<file path="src/rtl/mux_nto1_pipe.sv">
// N:1 channel multiplexer feeding a single registered valid/ready stage.
// The stage carries one word, holds it under backpressure and counts pops.
module mux_nto1_pipe #(
   parameter int WIDTH = 8,
   parameter int N     = 4,
   parameter int SEL_W = 2,
   parameter int CNT_W = 16
) (
   input  logic               clk,
   input  logic               rst_n,
   input  logic [N*WIDTH-1:0] in_data,
   input  logic [N-1:0]       in_valid,
   output logic [N-1:0]       in_ready,
   input  logic [SEL_W-1:0]   sel,
   output logic [WIDTH-1:0]   out_data,
   output logic               out_valid,
   input  logic               out_ready,
   output logic               sel_err,
   output logic [CNT_W-1:0]   xfer_cnt
);

   logic [WIDTH-1:0] data_p0;
   logic             vld_p0;
   logic             sel_ok_p0;
   logic             stage_free;
   logic             load;
   logic             pop;

   logic [WIDTH-1:0] data_p1;
   logic             vld_p1;
   logic             err_p1;
   logic [CNT_W-1:0] cnt_p1;

   // Out-of-range selects exist only when N does not fill the select space.
   assign sel_ok_p0  = ({1'b0, sel} < (SEL_W+1)'(N));
   assign stage_free = !vld_p1 || out_ready;

   always_comb begin
      data_p0  = '0;
      vld_p0   = 1'b0;
      in_ready = '0;
      for (int i = 0; i < N; i++) begin
         if (sel == SEL_W'(i)) begin
            data_p0     = in_data[i*WIDTH +: WIDTH];
            vld_p0      = in_valid[i];
            in_ready[i] = stage_free && sel_ok_p0;
         end
      end
   end

   assign load = vld_p0 && stage_free && sel_ok_p0;
   assign pop  = vld_p1 && out_ready;

   // ---- p0 -> p1 register boundary ----
   always_ff @(posedge clk or negedge rst_n) begin
      if (!rst_n) begin
         vld_p1  <= 1'b0;
         data_p1 <= '0;
         err_p1  <= 1'b0;
         cnt_p1  <= '0;
      end else begin
         err_p1 <= !sel_ok_p0;
         if (load) begin
            data_p1 <= data_p0;
            vld_p1  <= 1'b1;
         end else if (pop) begin
            vld_p1  <= 1'b0;
         end
         if (pop)
            cnt_p1 <= cnt_p1 + CNT_W'(1);
      end
   end

   assign out_data  = data_p1;
   assign out_valid = vld_p1;
   assign sel_err   = err_p1;
   assign xfer_cnt  = cnt_p1;

endmodule

</file>
<file path="config.mk">
export PLATFORM = sky130hd
export DESIGN_NAME = mux_nto1_pipe
export DESIGN_NICKNAME = d
export VERILOG_FILES = /design/src/rtl/mux_nto1_pipe.sv
export SDC_FILE = /design/constraint.sdc
export NUM_CORES = 1
export LEC_CHECK = 0
export CAP_MARGIN = 25
export CORE_MARGIN = 4
export CORE_UTILIZATION = 25
export DETAILED_ROUTE_END_ITERATION = 16
export HOLD_SLACK_MARGIN = 0.06
export PLACE_DENSITY = 0.58
export SYNTH_ARGS = -nofsm -noshare
export SYNTH_HDL_FRONTEND = slang
export SYNTH_SLANG_ARGS = --single-unit
</file>
<file path="constraint.sdc">
create_clock -name clk -period 1.9 [get_ports clk]
set_clock_uncertainty 0.05 [all_clocks]
set_input_delay 0.38 -clock clk [delete_from_list [all_inputs] [get_ports clk]]
set_output_delay 0.38 -clock clk [all_outputs]
set_load 0.02 [all_outputs]
</file>
# Yosys cells after proc, flatten, opt, wreduce, memory -nomap -nowiden
# Index checks and enable logic that the tools add are counted.
dict set report word_totals {
  register_bits 25
  latch_bits 0
  mem_bits_rw 0
  mem_bits_ro 0
  output_inout_bits 30
  word_cells 27
  memories 0
}
dict set report op_classes {
  addsub 1
  n_mul 0
  div 0
  n_lt_le_gt_ge 0
  n_eq_ne 3
  n_shift 0
  mux 14
  bitwise_logic 0
  reduce_logical 6
}
# op n
set ops {}
lappend ops {{$mux 8} 4}
lappend ops {{$add 16x1->16 const B} 1}
lappend ops {{$mux 1} 10}
lappend ops {{$eq 2x2->1 const B} 2}
lappend ops {{$eq 2x1->1 const B} 1}
lappend ops {{$logic_and 1x1->1} 2}
lappend ops {{$logic_not 2->1} 1}
lappend ops {{$reduce_bool 2->1} 1}
lappend ops {{$logic_not 1->1} 1}
lappend ops {{$logic_or 1x1->1} 1}

# Longest topological paths before layout
dict set report depth {
  word_depth 7
  depth_mapped 5
}

# Worst setup path before layout
# Ideal clock, no wire load.
dict set report synth_path {
  kind {register -> output}
  startpoint {reg vld_p1 (netlist: out_valid)}
  endpoint {out in_ready[1]}
  t_arrival_ns 1.176
  t_required_ns 1.470
  setup_slack_ns 0.294
  path_stages_with_launch 3
  n_path_buf 0
  cell_sequence {dfrtp_1 > nor2b_1 > nor3b_1}
}
dict set report synth_via {
  elab_chain_len 3
}
# element line_no
set synth_rtl {}
lappend synth_rtl {{start, declared} 30} ;# logic vld_p1;
lappend synth_rtl {{start signal, assigned} 57} ;# vld_p1 <= 1'b0;
lappend synth_rtl {{start signal, assigned} 65} ;# vld_p1 <= 1'b1;
lappend synth_rtl {{start signal, assigned} 67} ;# vld_p1 <= 1'b0;
lappend synth_rtl {{$logic_not 1->1} 36} ;# assign stage_free = !vld_p1 || out_ready;
lappend synth_rtl {{$logic_or 1x1->1} 36}
lappend synth_rtl {{$mux 1} 43} ;# if (sel == SEL_W'(i)) begin
lappend synth_rtl {{end, declared} 13} ;# output logic [N-1:0] in_ready,
# No other way between the ends.

# Worst setup path after layout
dict set report layout_path {
  startpoint {in sel[1]}
  endpoint {reg data_p1[3] (netlist: out_data[3])}
}
dict set report layout_via {
  elab_chain_len 6
}
# element line_no
set layout_rtl {}
lappend layout_rtl {{start, declared} 14} ;# input logic [SEL_W-1:0] sel,
lappend layout_rtl {{$logic_not 2->1} 43}
lappend layout_rtl {{$mux 1 (4 in series)} 43}
lappend layout_rtl {{$logic_and 1x1->1} 51} ;# assign load = vld_p0 && stage_free && sel_ok_p0;
lappend layout_rtl {{end signal, assigned} 64} ;# data_p1 <= data_p0;
lappend layout_rtl {{end, declared} 29} ;# logic [WIDTH-1:0] data_p1;
# Several ways; a longest one is shown, not always the timed one.
# A chain may end at the register's enable or synchronous reset.

==> qor.txt <==
Post-Route Utilization -> 42.8%
crit path launch type -> primary input
R2R setup slack -> 0.46 ns
layout cells sized above 1 -> 21.5%
Final Cell Area -> 2190 sq um
slowest cell on the critical path -> clkdlybuf4s50_1
CTS max path bufs -> 2
Synth Register Bits -> 25
synth warn -> 0
Lkg Pwr -> 0.952 nW
standard-cell rows -> 26
post-synthesis sequential area ratio -> 47.5%
Placement Cell Area -> 2160 sq um
status -> finished, final reports clean
number of port buffers -> 69
die area -> 6490 sq um
Arr. time, crit path -> 1.94 ns
Area growth, synth to finish -> 66.2%
Cell Area, Synth -> 1320 sq um
Pwr Density -> 823 nW/um^2
CP Buf/Inv Count -> 2
Setup crit end -> out_data[3]
Post-Syn Nets -> 137
clock latency on the worst-skew pair -> 0.26 ns
DR vias -> 1,116
Wirelength per Cell -> 13.1 um
DRT iter0 DRCs -> 47
NumNets Final -> 220
cts hold-fix bufs -> 0
crit path time final -> 1.84 ns
Post-Synthesis Cells -> 95
final setup violation count -> 0
multi-input gate area in the final layout -> 663 sq um
DRC viols -> 0
H-tree level count -> 1
Die H -> 80.6 um
Worst R2R Path Depth -> 4
fillers -> 479
worst setup path startpoint -> sel[1]
Min-Delay Path Class -> in -> async
CTS buffer count -> 3
IR drop worst, VDD -> 0.321 mV
Overflow after GRT -> 0
largest cells by area after synthesis -> dfrtp_1, mux4_2, mux2_4, xnor2_1, mux4_1
Yosys top cell area share -> 47.5%
vias in the first global route -> 1,248
area leader, netlist -> dfrtp_1
Worst-path clk slew -> 0.09 ns
Root Driver -> clkbuf_8
Critical Path End Type -> register
worst-path cell chain -> clkdlybuf4s50_1 > buf_4 > mux4_2 > nand2_4 > mux2_4
hpwl dp -> 2.69 mm
Simple-Gate Fraction of Synth Area -> 13.0%
largest family of logic cells by synthesized area -> multiplexers
end of the worst register-to-register path -> out_data[3]
Antenna Cells -> 0
IO Pins -> 71
Stages on worst setup path -> 5
CP top delay family -> buffers and inverters
TritonCTS clock tree -> built
DRT antenna net count -> 0
syn avg cell area -> 13.9 sq um
Max FO, Critical Path -> 8
register area -> 626 sq um
final WL -> 3.24 mm
Total Routing Usage GR -> 10.9%
gpl congestion -> 0.746
final-report hold violation count -> 0
first-pass iteration count of the detailed router -> 4
max-cap check violation count -> 0
multiplexer share of the synthesized area -> 26.0%
hold_ws -> 0.419 ns
global-route wire length before repair -> 5.55 mm
Data required, critical path -> 2.00 ns
clock sink total -> 25
die width -> 80.6 um
Worst R2R Start -> out_valid
RSZ-0062 raised after global routing -> false
largest net degree at the start of global routing -> 26
Starting Density -> 25.8%
Adder-Cell Fraction of Synth Area -> 0.951%
Critical Path Max Stage Delay -> 0.57 ns
Compound-Gate Fraction of Synth Area -> 0%
max-slew violation count -> 0
Tcrit/Tclk final -> 96.6%
Max Fclk -> 0.545 GHz
vias per cell -> 4.52
Netlist cell types -> 24
Post-Synth XOR/XNOR Area -> 9.98%
critical path class -> in -> reg
initial antenna violation count -> 0
core area -> 5110 sq um
## worst min-delay path by stage
stage / endpoint / slack (ns) / depth (start not counted)
global route: xfer_cnt[15] / 0.45 / 2
CTS: xfer_cnt[15] / 0.43 / 2
global placement: xfer_cnt[15] / 0.42 / 1
detailed placement: xfer_cnt[9] / 0.44 / 1
floorplan: out_data[0] / 0.03 / 0
finish: xfer_cnt[15] / 0.42 / 2
## repair_timing
| action | in CTS | in global routing |
|---|---|---|
| gates resized for setup | 19 | 2 |
| setup buffers | 0 | 0 |
| endpoints found under the setup margin | 12 | 2 |
## through the flow
stage,total power [mW],std cells,setup TNS [ns],setup WS (ns)
floorplan,1.11,95,0,0.294
global placement,1.50,243,-3.81,-0.369
detailed placement,1.51,243,-4.30,-0.392
CTS,1.83,247,0,0.0198
global route,1.90,247,0,0.0251
finish,1.80,247,0,0.0648
## power breakdown
part	switching [mW]	internal [mW]	leakage (nW)
clock	0.161	0.150	0.0228
combinational	0.304	0.433	0.612
sequential	0.111	0.640	0.318
total	0.576	1.22	0.952
## cell usage in the layout (no fill, tap or decap)
master and n:
and3_1 2, and4_1 2, buf_2 4, buf_4 12, clkbuf_1 1, clkbuf_8 3
clkdlybuf4s50_1 63, conb_1 1, dfrtp_1 25, dlygate4sd2_1 1, dlymetal6s2s_1 1, ha_1 1
inv_1 1, mux2_2 1, mux2_4 8, mux4_1 2, mux4_2 7, nand2_1 6
nand2_4 1, nand3_1 4, nand4_1 5, nor2_1 6, nor2b_1 1, nor3_1 1
nor3b_1 1, or2_2 1, or2b_4 1, xnor2_1 10, xor2_1 5
## synth_stat cells
cell type / count
nor3_1: 1
buf_6: 1
ha_1: 1
xnor2_1: 10
or2b_2: 1
and4_1: 2
and3_1: 2
mux4_1: 2
nand3_1: 4
mux4_2: 7
nand2_4: 1
nor2_1: 6
inv_1: 1
xor2_1: 5
or2_2: 1
nor3b_1: 1
nand2_1: 6
buf_4: 2
mux2_2: 1
dfrtp_1: 25
mux2_4: 8
conb_1: 1
nor2b_1: 1
nand4_1: 5
## registers in the layout, indices dropped and copies added (netlist names)
signal and count:
out_valid 1, out_data 8, xfer_cnt 16
## layout make-up
class                           count  share of cell area (%)
Inverter                            1                   0.172
Timing Repair Buffer               81                    34.8
Tap cell                           70                    4.00
Multi-Input combinational cell     66                    30.3
Clock buffer                        4                    2.06
Sequential cell                    25                    28.6
## cells by family (layout without fill, tap and decap cells)
family                   after synthesis  after routing
AND/OR/NAND/NOR                       31             31
adder cells (fa/ha/maj)                1              1
XOR/XNOR                              15             15
multiplexers                          18             18
buffers and inverters                  4             86
other                                  1              1
flip-flops                            25             25
## metal layers
layer	global-route usage, %	part of all wire (%)	vias up
li1	-	-	507
met2	19.4	48	60
met5	0	0	-
met1	11.4	39	547
met3	4.60	13	2
met4	3.55	0.96	0
(Power assumes the default switching activity.)
